$ cat config.mk
export PLATFORM = sky130hd
export DESIGN_NAME = xray_pixel_stream_engine
export DESIGN_NICKNAME = d
export VERILOG_FILES = /design/src/rtl/xray_pixel_stream_engine.sv
export SDC_FILE = /design/constraint.sdc
export NUM_CORES = 1
export LEC_CHECK = 0
export ABC_CLOCK_PERIOD_IN_PS = 5420
export CAP_MARGIN = 10
export CORE_MARGIN = 2
export CORE_UTILIZATION = 45
export CTS_BUF_LIST = sky130_fd_sc_hd__clkbuf_4
export CTS_CLUSTER_SIZE = 10
export DETAILED_ROUTE_END_ITERATION = 7
export PLACE_DENSITY = 0.66
export SLEW_MARGIN = 10
export SYNTH_ARGS = -nofsm -noshare
export SYNTH_HDL_FRONTEND = slang
export SYNTH_SLANG_ARGS = --single-unit
$ cat constraint.sdc
create_clock -name clk -period 5.42 [get_ports clk]
set_clock_uncertainty 0.15 [all_clocks]
set_input_delay 1.626 -clock clk [delete_from_list [all_inputs] [get_ports clk]]
set_output_delay 1.626 -clock clk [all_outputs]
set_load 0.1 [all_outputs]
$ cat src/rtl/xray_pixel_stream_engine.sv
// Point-operation engine for raster X-ray frames: a valid/ready stream of LANES
// pixels per beat, one saturating operation per frame, frame-position flags on
// each output beat and a per-frame count of hot (>= threshold) pixels.
module xray_pixel_stream_engine #(
  parameter int unsigned PIX_W = 8,
  parameter int unsigned LANES = 1,
  parameter int unsigned IMG_W = 382,
  parameter int unsigned IMG_H = 256
) (
  input  logic                                 clk,
  input  logic                                 rst,
  input  logic [2:0]                           mode,
  input  logic [PIX_W-1:0]                     value,
  input  logic [PIX_W-1:0]                     threshold,
  input  logic                                 s_valid,
  output logic                                 s_ready,
  input  logic [PIX_W*LANES-1:0]               s_data,
  output logic                                 m_valid,
  input  logic                                 m_ready,
  output logic [PIX_W*LANES-1:0]               m_data,
  output logic                                 m_sof,
  output logic                                 m_eol,
  output logic                                 m_eof,
  output logic [$clog2(IMG_W*IMG_H+1)-1:0]     hot_count,
  output logic                                 hot_valid
);

  localparam int unsigned BEATS = IMG_W / LANES;
  localparam int unsigned DW    = PIX_W * LANES;
  localparam int unsigned CW    = (BEATS > 1) ? $clog2(BEATS) : 1;
  localparam int unsigned RW    = (IMG_H > 1) ? $clog2(IMG_H) : 1;
  localparam int unsigned HCW   = $clog2(IMG_W * IMG_H + 1);
  localparam int unsigned LCW   = $clog2(LANES + 1);
  localparam logic [PIX_W-1:0] MAX = {PIX_W{1'b1}};

  logic [CW-1:0]    r_col;
  logic [RW-1:0]    r_row;
  logic [2:0]       r_mode;
  logic [PIX_W-1:0] r_val;
  logic [PIX_W-1:0] r_thr;
  logic             r_s1_valid;
  logic [DW-1:0]    r_s1_data;
  logic             r_s1_sof;
  logic             r_s1_eol;
  logic             r_s1_eof;
  logic [HCW-1:0]   r_acc;

  logic             w_en;
  logic             w_acc;
  logic             w_sof;
  logic             w_eol;
  logic             w_eof;
  logic [2:0]       w_mode;
  logic [PIX_W-1:0] w_val;
  logic [PIX_W-1:0] w_thr;
  logic [DW-1:0]    w_res;
  logic [LCW-1:0]   w_hot;

  // One pixel through the selected saturating point operation.
  function automatic logic [PIX_W-1:0] f_op(input logic [2:0] m, input logic [PIX_W-1:0] p,
                                            input logic [PIX_W-1:0] v, input logic [PIX_W-1:0] t);
    logic [PIX_W:0]   w_sum;
    logic [PIX_W-1:0] w_dif;
    logic [PIX_W:0]   w_str;
    w_sum = {1'b0, p} + {1'b0, v};
    w_dif = p - v;
    w_str = {1'b0, w_dif} << 1;
    f_op  = p;
    case (m)
      3'd1: f_op = w_sum[PIX_W] ? MAX : w_sum[PIX_W-1:0];
      3'd2: f_op = (p >= v) ? w_dif : '0;
      3'd3: f_op = (p >= t) ? MAX : '0;
      3'd4: f_op = MAX - p;
      3'd5: begin
        if (p <= v)          f_op = '0;
        else if (p >= t)     f_op = MAX;
        else if (w_str[PIX_W]) f_op = MAX;
        else                 f_op = w_str[PIX_W-1:0];
      end
      default: f_op = p;
    endcase
  endfunction

  assign w_en    = ~m_valid | m_ready;
  assign s_ready = w_en;
  assign w_acc   = s_valid & w_en;
  assign w_sof   = (r_col == '0) & (r_row == '0);
  assign w_eol   = (r_col == CW'(BEATS - 1));
  assign w_eof   = w_eol & (r_row == RW'(IMG_H - 1));
  // The sof beat already uses the operands being captured with it.
  assign w_mode  = w_sof ? mode : r_mode;
  assign w_val   = w_sof ? value : r_val;
  assign w_thr   = w_sof ? threshold : r_thr;

  // Per-lane operation and hot-pixel count on the raw input pixels.
  always_comb begin
    w_res = '0;
    w_hot = '0;
    for (int unsigned l = 0; l < LANES; l++) begin
      w_res[l*PIX_W +: PIX_W] = f_op(w_mode, s_data[l*PIX_W +: PIX_W], w_val, w_thr);
      if (s_data[l*PIX_W +: PIX_W] >= w_thr) w_hot = w_hot + LCW'(1);
    end
  end

  // Raster position of the next accepted beat.
  always_ff @(posedge clk or posedge rst) begin
    if (rst) begin
      r_col <= '0;
      r_row <= '0;
    end else if (w_acc) begin
      if (w_eol) begin
        r_col <= '0;
        r_row <= w_eof ? '0 : r_row + RW'(1);
      end else begin
        r_col <= r_col + CW'(1);
      end
    end
  end

  // Frame operands latched on the sof beat.
  always_ff @(posedge clk or posedge rst) begin
    if (rst) begin
      r_mode <= '0;
      r_val  <= '0;
      r_thr  <= '0;
    end else if (w_acc && w_sof) begin
      r_mode <= mode;
      r_val  <= value;
      r_thr  <= threshold;
    end
  end

  // Two-stage pipeline: S1 holds computed pixels, S2 is the output register.
  always_ff @(posedge clk or posedge rst) begin
    if (rst) begin
      r_s1_valid <= 1'b0;
      r_s1_data  <= '0;
      r_s1_sof   <= 1'b0;
      r_s1_eol   <= 1'b0;
      r_s1_eof   <= 1'b0;
      m_valid    <= 1'b0;
      m_data     <= '0;
      m_sof      <= 1'b0;
      m_eol      <= 1'b0;
      m_eof      <= 1'b0;
    end else if (w_en) begin
      r_s1_valid <= s_valid;
      r_s1_data  <= w_res;
      r_s1_sof   <= w_sof;
      r_s1_eol   <= w_eol;
      r_s1_eof   <= w_eof;
      m_valid    <= r_s1_valid;
      m_data     <= r_s1_data;
      m_sof      <= r_s1_sof;
      m_eol      <= r_s1_eol;
      m_eof      <= r_s1_eof;
    end
  end

  // Hot-pixel accumulator, restarted (not discarded) on the sof beat.
  always_ff @(posedge clk or posedge rst) begin
    if (rst) begin
      r_acc <= '0;
    end else if (w_acc) begin
      r_acc <= w_sof ? HCW'(w_hot) : r_acc + HCW'(w_hot);
    end
  end

  // Publish the frame total as the eof beat moves from S1 to S2.
  always_ff @(posedge clk or posedge rst) begin
    if (rst) begin
      hot_count <= '0;
      hot_valid <= 1'b0;
    end else begin
      hot_valid <= 1'b0;
      if (w_en && r_s1_valid && r_s1_eof) begin
        hot_count <= r_acc;
        hot_valid <= 1'b1;
      end
    end
  end

endmodule

==> out/metrics.json, run 1 <==
{
  "outcome": {"value": "finished, final reports clean"},
  "post_cts_resize_count": {"value": 0},
  "n_fill_cell": {"value": 1103},
  "final_min_period_over_clock_period": {"value": 82.5, "unit": "%"},
  "drv_slew": {"value": 0},
  "route.detailed.vias_per_inst": {"value": 5.48},
  "cts_num_sinks": {"value": 95},
  "critical_path_class": {"value": "input port to flop"},
  "dr.pass1.iters": {"value": 5},
  "total_number_of_vias": {"value": 4495},
  "design.die.area": {"value": 13300, "unit": "sq um"},
  "drv_cap": {"value": 0},
  "ys_seq_elements": {"value": 95},
  "cts.reportedPaths.clkPinSlew": {"value": 0.15, "unit": "ns"},
  "grt.total_usage": {"value": 21.0, "unit": "%"},
  "grt_setup_unrepaired": {"value": "false"},
  "synth-edff-count": {"value": 0},
  "cts_htree_levels": {"value": 3},
  "insertion_delay": {"value": 0.48, "unit": "ns"},
  "die_height": {"value": 115, "unit": "um"},
  "number_of_hold_buffers_added_after_cts": {"value": 0},
  "start_util": {"value": 46.4, "unit": "%"},
  "critical_path_arrival": {"value": 4.70, "unit": "ns"},
  "timing.hold.worst.class": {"value": "flop to flop"},
  "final_net_count": {"value": 711},
  "finalSetupViolations": {"value": 0},
  "clock_path_buffers": {"value": 2},
  "dp.final_hpwl": {"value": 9780, "unit": "um"},
  "critPathMaxFanout": {"value": 4},
  "synth_async_sr_flop_share": {"value": 100, "unit": "%"},
  "placeableCoreArea": {"value": 12100, "unit": "sq um"},
  "fin_hold_viols": {"value": 0},
  "grt_pass1_vias": {"value": 4262},
  "numPortBuffers": {"value": 61},
  "layout_common_cells": {"value": "sky130_fd_sc_hd__dfrtp_1 (95), sky130_fd_sc_hd__nand2_1 (91), sky130_fd_sc_hd__clkdlybuf4s50_1 (60)"},
  "required": {"value": 5.65, "unit": "ns"},
  "finalWeightedCongestion": {"value": 0.914},
  "synth_area": {"value": 5590, "unit": "sq um"},
  "final_core_utilization": {"value": 54.0, "unit": "%"},
  "final_critical_path_time_including_i_o_delays_and_setup": {"value": 4.47, "unit": "ns"},
  "worstSetupStartpointType": {"value": "input port"},
  "area_growth_syn_to_layout": {"value": 16.5, "unit": "%"},
  "drt-wirelength-per-cell": {"value": 16.0, "unit": "um"},
  "multiInputGateArea": {"value": 3030, "unit": "sq um"},
  "final-seq-area": {"value": 2380, "unit": "sq um"},
  "synth.distinct_cells": {"value": 60},
  "synth_seq_area_share": {"value": 42.5, "unit": "%"},
  "first_pass_grt_wire_length": {"value": 21800, "unit": "um"},
  "antenna_found_initial": {"value": 0},
  "setup.worst_path.end_class": {"value": "flop"},
  "grt_overflow": {"value": 0},
  "row_count": {"value": 40},
  "layout-drive-gt1-share": {"value": 11.8, "unit": "%"},
  "post_route_drc_violation_count": {"value": 0},
  "cts_root_buf": {"value": "sky130_fd_sc_hd__clkbuf_4"},
  "synth.yosys.warnings": {"value": 0},
  "ant_nets": {"value": 0},
  "worst_slack_on_hold_paths": {"value": 0.339, "unit": "ns"},
  "grt_max_degree": {"value": 42},
  "cts-buffers-inserted": {"value": 9},
  "layout_commonest_cell": {"value": "sky130_fd_sc_hd__dfrtp_1"},
  "detail_route.iter0.violations": {"value": 391},
  "cts_tree": {"value": "done"},
  "avgSynthCellArea": {"value": 9.53, "unit": "sq um"},
  "postSynthCellCount": {"value": 587},
  "yosys_most_used_dff": {"value": "sky130_fd_sc_hd__dfrtp_1"},
  "power.density_cell_area": {"value": 262, "unit": "nW/um^2"},
  "tightestPinTransition": {"value": 1.08, "unit": "ns"},
  "wl": {"value": 13100, "unit": "um"},
  "vdd_ir_drop_max": {"value": 0.0875, "unit": "mV"},
  "static-leakage-power": {"value": 3.00, "unit": "nW"},
  "post_cts_buffers": {"value": 0},
  "clock.fmax": {"value": 224, "unit": "MHz"},
  "die-width": {"value": 115, "unit": "um"},
  "synth_fp_nets": {"value": 652},
  "boundaryPins": {"value": 62},
  "slew-limit-headroom": {"value": 27.7, "unit": "%"},
  "final_layout_setup_total_negative_slack": {"value": 0, "unit": "ns"}
}
==> critical path, stage by stage <==
cell and delay (ns):
sky130_fd_sc_hd__clkdlybuf4s50_1 0.56, sky130_fd_sc_hd__inv_1 0.09, sky130_fd_sc_hd__ha_1 0.29, sky130_fd_sc_hd__nand2b_1 0.13
sky130_fd_sc_hd__a2111oi_0 0.44, sky130_fd_sc_hd__o31a_1 0.25, sky130_fd_sc_hd__inv_1 0.10, sky130_fd_sc_hd__ha_1 0.20
sky130_fd_sc_hd__ha_1 0.20, sky130_fd_sc_hd__and3_1 0.22, sky130_fd_sc_hd__nand3_1 0.15, sky130_fd_sc_hd__nor2_1 0.11
sky130_fd_sc_hd__nand3_1 0.11, sky130_fd_sc_hd__xor2_1 0.15, sky130_fd_sc_hd__nor2_1 0.06
==> metrics by stage <==
stage	instance area [sq um]	cells	worst slack [ns]	power, mW
global placement	6400	803	0.579	1.35
detailed placement	6400	803	0.453	1.36
finish	6520	820	0.946	1.70
global route	6510	819	0.675	1.80
CTS	6510	819	0.973	1.72
floorplan	5590	587	0.616	1.21
==> report_power, final <==
part	switching [mW]	internal [mW]	total, mW
clock	0.259	0.0967	0.356
combinational	0.325	0.177	0.502
sequential	0.0679	0.778	0.846
==> registers in the layout (all words and copies together) (netlist names), 3 cells and up <==
name and count:
r_acc 17, r_val 8, r_thr 8, m_data 8, hot_count 17, r_col 9, r_row 8, r_s1_data 8
r_mode 3
==> kinds of logic after synthesis <==
group           count (synthesis)  synth area share (%)
xor+xnor                       24                  3.76
buf+inv                        48                  3.36
compound gates                108                  12.1
mux                            49                  9.96
simple gates                  229                  20.5
fa+ha+maj                      34                  7.88
flops                          95                  42.5
==> path summary, 6_finish.rpt <==
check	from	endpoint	slack, ns	cells after the start
max in group asynchronous	rst	r_acc[14]$_DFFE_PP0P_	2.99	3
worst min-delay path	m_data[2]$_DFFE_PP0N_	m_data[2]$_DFFE_PP0N_	0.34	2
worst min register to register	m_data[2]$_DFFE_PP0N_	m_data[2]$_DFFE_PP0N_	0.34	2
worst max-delay path	s_data[0]	r_acc[12]$_DFFE_PP0P_	0.95	15
min in group asynchronous	rst	r_s1_data[1]$_DFFE_PP0N_	1.28	2
worst max register to register	r_row[0]$_DFFE_PP0P_	r_s1_data[0]$_DFFE_PP0N_	1.06	14
==> synth_stat cells, types with 2 or more instances <==
master | n | area share, %
sky130_fd_sc_hd__nor3b_1 | 4 | 0.54
sky130_fd_sc_hd__buf_1 | 4 | 0.27
sky130_fd_sc_hd__buf_2 | 6 | 0.54
sky130_fd_sc_hd__nor2_1 | 46 | 3.1
sky130_fd_sc_hd__mux2_2 | 39 | 7.9
sky130_fd_sc_hd__fa_1 | 2 | 0.72
sky130_fd_sc_hd__xor2_1 | 15 | 2.3
sky130_fd_sc_hd__a21o_1 | 7 | 0.94
sky130_fd_sc_hd__o21a_1 | 3 | 0.40
sky130_fd_sc_hd__ha_1 | 32 | 7.2
sky130_fd_sc_hd__or3_1 | 12 | 1.3
sky130_fd_sc_hd__a21oi_1 | 32 | 2.9
sky130_fd_sc_hd__xnor2_1 | 9 | 1.4
sky130_fd_sc_hd__o31ai_1 | 2 | 0.27
sky130_fd_sc_hd__clkbuf_1 | 11 | 0.74
sky130_fd_sc_hd__a31oi_1 | 3 | 0.34
sky130_fd_sc_hd__o31a_1 | 4 | 0.63
sky130_fd_sc_hd__o21ai_0 | 33 | 3.0
sky130_fd_sc_hd__nor2b_1 | 5 | 0.56
sky130_fd_sc_hd__mux2i_1 | 8 | 1.4
sky130_fd_sc_hd__nand3_1 | 15 | 1.3
sky130_fd_sc_hd__nor4_1 | 3 | 0.34
sky130_fd_sc_hd__nand4_1 | 11 | 1.2
sky130_fd_sc_hd__or2_2 | 2 | 0.22
sky130_fd_sc_hd__nor3_1 | 10 | 0.90
sky130_fd_sc_hd__dfrtp_1 | 95 | 43
sky130_fd_sc_hd__o21bai_1 | 2 | 0.27
sky130_fd_sc_hd__nand2b_1 | 10 | 1.1
sky130_fd_sc_hd__nor4b_1 | 2 | 0.31
sky130_fd_sc_hd__a2111oi_0 | 2 | 0.31
sky130_fd_sc_hd__inv_1 | 27 | 1.8
sky130_fd_sc_hd__o22ai_1 | 6 | 0.67
sky130_fd_sc_hd__nand2_1 | 91 | 6.1
sky130_fd_sc_hd__nand4b_1 | 2 | 0.31
sky130_fd_sc_hd__and3_1 | 7 | 0.78
==> final cells by class <==
| cell class | count | share of cell area (%) |
|---|---|---|
| clock buffer | 9 | 1.04 |
| clock inverter | 7 | 0.710 |
| inverter | 27 | 1.57 |
| sequential | 95 | 36.5 |
| timing repair buffer | 69 | 10.4 |
| antenna | 1 | 0.0384 |
| multi-input combinational | 444 | 46.5 |
| tap | 168 | 3.23 |
==> metal layers <==
metal	track usage (%)	vias up	part of all wire [%]
met3	3.35	23	5.2
met2	30.4	135	43
met1	31.2	2148	50
met4	8.67	0	2.2
met5	0	-	0
li1	-	2189	-
Power figures use the tool's default switching activity.
==> inputs of run 2 (changes only) <==
Settings changed: ABC_CLOCK_PERIOD_IN_PS 5420 to 3630, PLACE_DENSITY 0.66 to 0.69.
Clock period 5.42 ns to 3.63 ns, I/O delays scaled along.
==> run 2 against run 1 <==
  * The run now ends with setup timing left
  * Critical path depth up 5
  * Non-clock buffer count is 110 higher
  * Combinational power up 110%
  * Clock power is 67% higher
  * First-iteration DRC count shrank 27%
  * Die area did not move
  * Final area is 20% higher
  * Power is 69% higher
  * Sequential share of layout area decreased by 6.1 points
  * Critical path type is now flop to flop
  * Critical endpoint is now r_acc[14]$_DFFE_PP0P_
  * Largest power group unchanged
  * Highest routed layer unchanged
==> out/metrics.json, run 2 (same netlist as run 1, synthesis figures left out) <==
{
  "cts_root_buf": {"value": "sky130_fd_sc_hd__clkbuf_4"},
  "total_number_of_vias": {"value": 4888},
  "critical_path_class": {"value": "flop to flop"},
  "rr_worst_depth": {"value": 20},
  "cts_tree": {"value": "done"},
  "wl": {"value": 14600, "unit": "um"},
  "holdCritStartpoint": {"value": "m_data[3]$_DFFE_PP0N_"},
  "fin_hold_viols": {"value": 0},
  "cts_htree_levels": {"value": 3},
  "post_route_drc_violation_count": {"value": 0},
  "placeableCoreArea": {"value": 12100, "unit": "sq um"},
  "cts-buffers-inserted": {"value": 9},
  "grt.total_usage": {"value": 21.2, "unit": "%"},
  "die_height": {"value": 115, "unit": "um"},
  "power.density_cell_area": {"value": 368, "unit": "nW/um^2"},
  "cts_num_sinks": {"value": 95},
  "clock.fmax": {"value": 271, "unit": "MHz"},
  "post_route_setup_slack": {"value": -0.0664, "unit": "ns"},
  "grt_pass1_vias": {"value": 4590},
  "critPathMaxFanout": {"value": 7},
  "static-leakage-power": {"value": 3.66, "unit": "nW"},
  "clock_path_buffers": {"value": 2},
  "first_pass_grt_wire_length": {"value": 22300, "unit": "um"},
  "final_critical_path_time_including_i_o_delays_and_setup": {"value": 3.70, "unit": "ns"},
  "grt_overflow": {"value": 0},
  "worst_hold_path.num_cells": {"value": 2},
  "route.detailed.vias_per_inst": {"value": 5.26},
  "layout_commonest_cell": {"value": "sky130_fd_sc_hd__buf_4"},
  "cp_slowest_stage_delay": {"value": 0.43, "unit": "ns"},
  "number_of_hold_buffers_added_after_cts": {"value": 0},
  "cts.reportedPaths.clkPinSlew": {"value": 0.15, "unit": "ns"},
  "slew-limit-headroom": {"value": 47.0, "unit": "%"},
  "required": {"value": 3.86, "unit": "ns"},
  "r2r-start": {"value": "r_col[1]$_DFFE_PP0P_"},
  "finalWeightedCongestion": {"value": 0.921},
  "boundaryPins": {"value": 62},
  "final_net_count": {"value": 821},
  "r2r_slack": {"value": -0.07, "unit": "ns"},
  "critical_path_arrival": {"value": 3.93, "unit": "ns"},
  "grt_setup_unrepaired": {"value": "true"},
  "numPortBuffers": {"value": 61},
  "layout_common_cells": {"value": "sky130_fd_sc_hd__buf_4 (139), sky130_fd_sc_hd__dfrtp_1 (95), sky130_fd_sc_hd__nand2_1 (74)"},
  "ant_nets": {"value": 0},
  "crit_path_top_delay_cell": {"value": "sky130_fd_sc_hd__dfrtp_1"},
  "die-width": {"value": 115, "unit": "um"},
  "reg.largest.list": {"value": "hot_count (17), r_acc (17), r_col (9)"},
  "worst_slack_on_hold_paths": {"value": 0.328, "unit": "ns"},
  "failing_checks": {"value": "setup timing"},
  "critical_path.reg2reg.endpoint": {"value": "r_acc[14]$_DFFE_PP0P_"},
  "dr.pass1.iters": {"value": 4},
  "worstPathCellList": {"value": "inv_2 > ha_4 > nor4b_4 > nand4_4 > buf_12 > nand2_2 > nand2_2 > ha_4 > nand2b_4 > a2111oi_4 > o31a_1 > inv_2 > ha_4 > ha_4 > and3_4 > nand3_4 > nor2_4 > nand3_2 > xor2_1 > nor2_1"},
  "area_growth_syn_to_layout": {"value": 40.1, "unit": "%"},
  "final_min_period_over_clock_period": {"value": 102, "unit": "%"},
  "vdd_ir_drop_max": {"value": 0.228, "unit": "mV"},
  "finalSetupViolations": {"value": 7},
  "n_fill_cell": {"value": 985},
  "drt-wirelength-per-cell": {"value": 15.7, "unit": "um"},
  "row_count": {"value": 40},
  "worstSetupStartpointType": {"value": "flop"},
  "insertion_delay": {"value": 0.48, "unit": "ns"},
  "antenna_found_initial": {"value": 0},
  "drv_cap": {"value": 0},
  "start_util": {"value": 46.4, "unit": "%"},
  "design.die.area": {"value": 13300, "unit": "sq um"},
  "power.total": {"value": 2.88, "unit": "mW"},
  "grt_max_degree": {"value": 46},
  "tightestPinTransition": {"value": 0.794, "unit": "ns"},
  "setup.worst_path.end_class": {"value": "flop"},
  "timing.hold.worst.class": {"value": "flop to flop"},
  "drv_slew": {"value": 0},
  "whs_endpoint": {"value": "m_data[3]$_DFFE_PP0N_"},
  "critPathMostFrequentCell": {"value": "sky130_fd_sc_hd__ha_4"},
  "dp.final_hpwl": {"value": 10300, "unit": "um"},
  "detail_route.iter0.violations": {"value": 287},
  "outcome": {"value": "finished, violations left"},
  "layout-drive-gt1-share": {"value": 38.9, "unit": "%"}
}
[run 2: changes by cell type in the layout (fill, tap and decap cells not counted), moves of 5 or more]
cell and change:
sky130_fd_sc_hd__buf_4 +131, sky130_fd_sc_hd__clkdlybuf4s50_1 -30, sky130_fd_sc_hd__nand2_1 -17, sky130_fd_sc_hd__ha_1 -16, sky130_fd_sc_hd__nand2_2 +13, sky130_fd_sc_hd__ha_4 +11, sky130_fd_sc_hd__inv_1 -8, sky130_fd_sc_hd__inv_2 +7
sky130_fd_sc_hd__a21oi_1 -6, sky130_fd_sc_hd__a21oi_2 +6, sky130_fd_sc_hd__ha_2 +5
[run 2: worst max-delay path by stage]
stage	start	end	slack [ns]
after detailed placement	s_data[0]	r_acc[12]$_DFFE_PP0P_	-0.49
after CTS	r_col[1]$_DFFE_PP0P_	r_s1_data[6]$_DFFE_PP0N_	-0.02
after global routing	r_row[1]$_DFFE_PP0P_	r_acc[14]$_DFFE_PP0P_	-0.23
final	r_col[1]$_DFFE_PP0P_	r_acc[14]$_DFFE_PP0P_	-0.07
after global placement	s_data[0]	r_acc[12]$_DFFE_PP0P_	-0.39
after floorplan	r_col[0]$_DFFE_PP0P_	r_s1_data[0]$_DFFE_PP0N_	0.01
[run 2: area by class of cell]
cell class	instances	area (sq um)	area share, %
timing repair buffer	179	1510	19.3
inverter	27	108	1.37
sequential	95	2380	30.3
antenna	1	2.50	0.0319
clock buffer	9	67.6	0.862
multi-input combinational	444	3490	44.6
clock inverter	6	68.8	0.878
tap	168	210	2.68
[run 2: repair_timing]
item	4_1_cts	5_1_grt
cloned	0	1
resized for setup	9	99
pin swaps	4	46
setup endpoints to repair	15	21
buffers inserted	3	20
[run 2: where the power goes]
part	leakage [nW]	total [mW]	switching [mW]	internal, mW
Combinational	2.35	1.03	0.587	0.441
Sequential	1.24	1.26	0.0958	1.16
Clock	0.0728	0.595	0.384	0.211
Total	3.66	2.88	1.07	1.81
[run 2: layer usage]
metal / up-vias / share of wire, % / global-route usage, %
met1: 2366 / 46 / 29.5
met4: 0 / 1.6 / 8.43
li1: 2397 / - / -
met2: 108 / 49 / 33.2
met5: - / 0 / 0
met3: 17 / 3.9 / 3.40
[run 2: per-stage QoR]
step                      TNS (ns)  std cells  util, %  area [sq um]  worst slack [ns]
after detailed placement     -6.91        889     58.2          7020            -0.491
after CTS                  -0.0265        907     59.8          7210           -0.0243
final                       -0.204        929     65.0          7840           -0.0664
after global routing         -3.17        928     64.9          7830            -0.231
after global placement       -5.71        889     58.2          7020            -0.391
after floorplan                  0        587        -          5640            0.0113
[run 2: critical path: cells and delay by family, from the launching register on]
kind | cells | cell delay, ns
xor+xnor | 1 | 0.18
buf+inv | 3 | 0.36
compound gates | 2 | 0.58
simple gates | 10 | 1.21
fa+ha+maj | 4 | 0.68
flops | 1 | 0.43
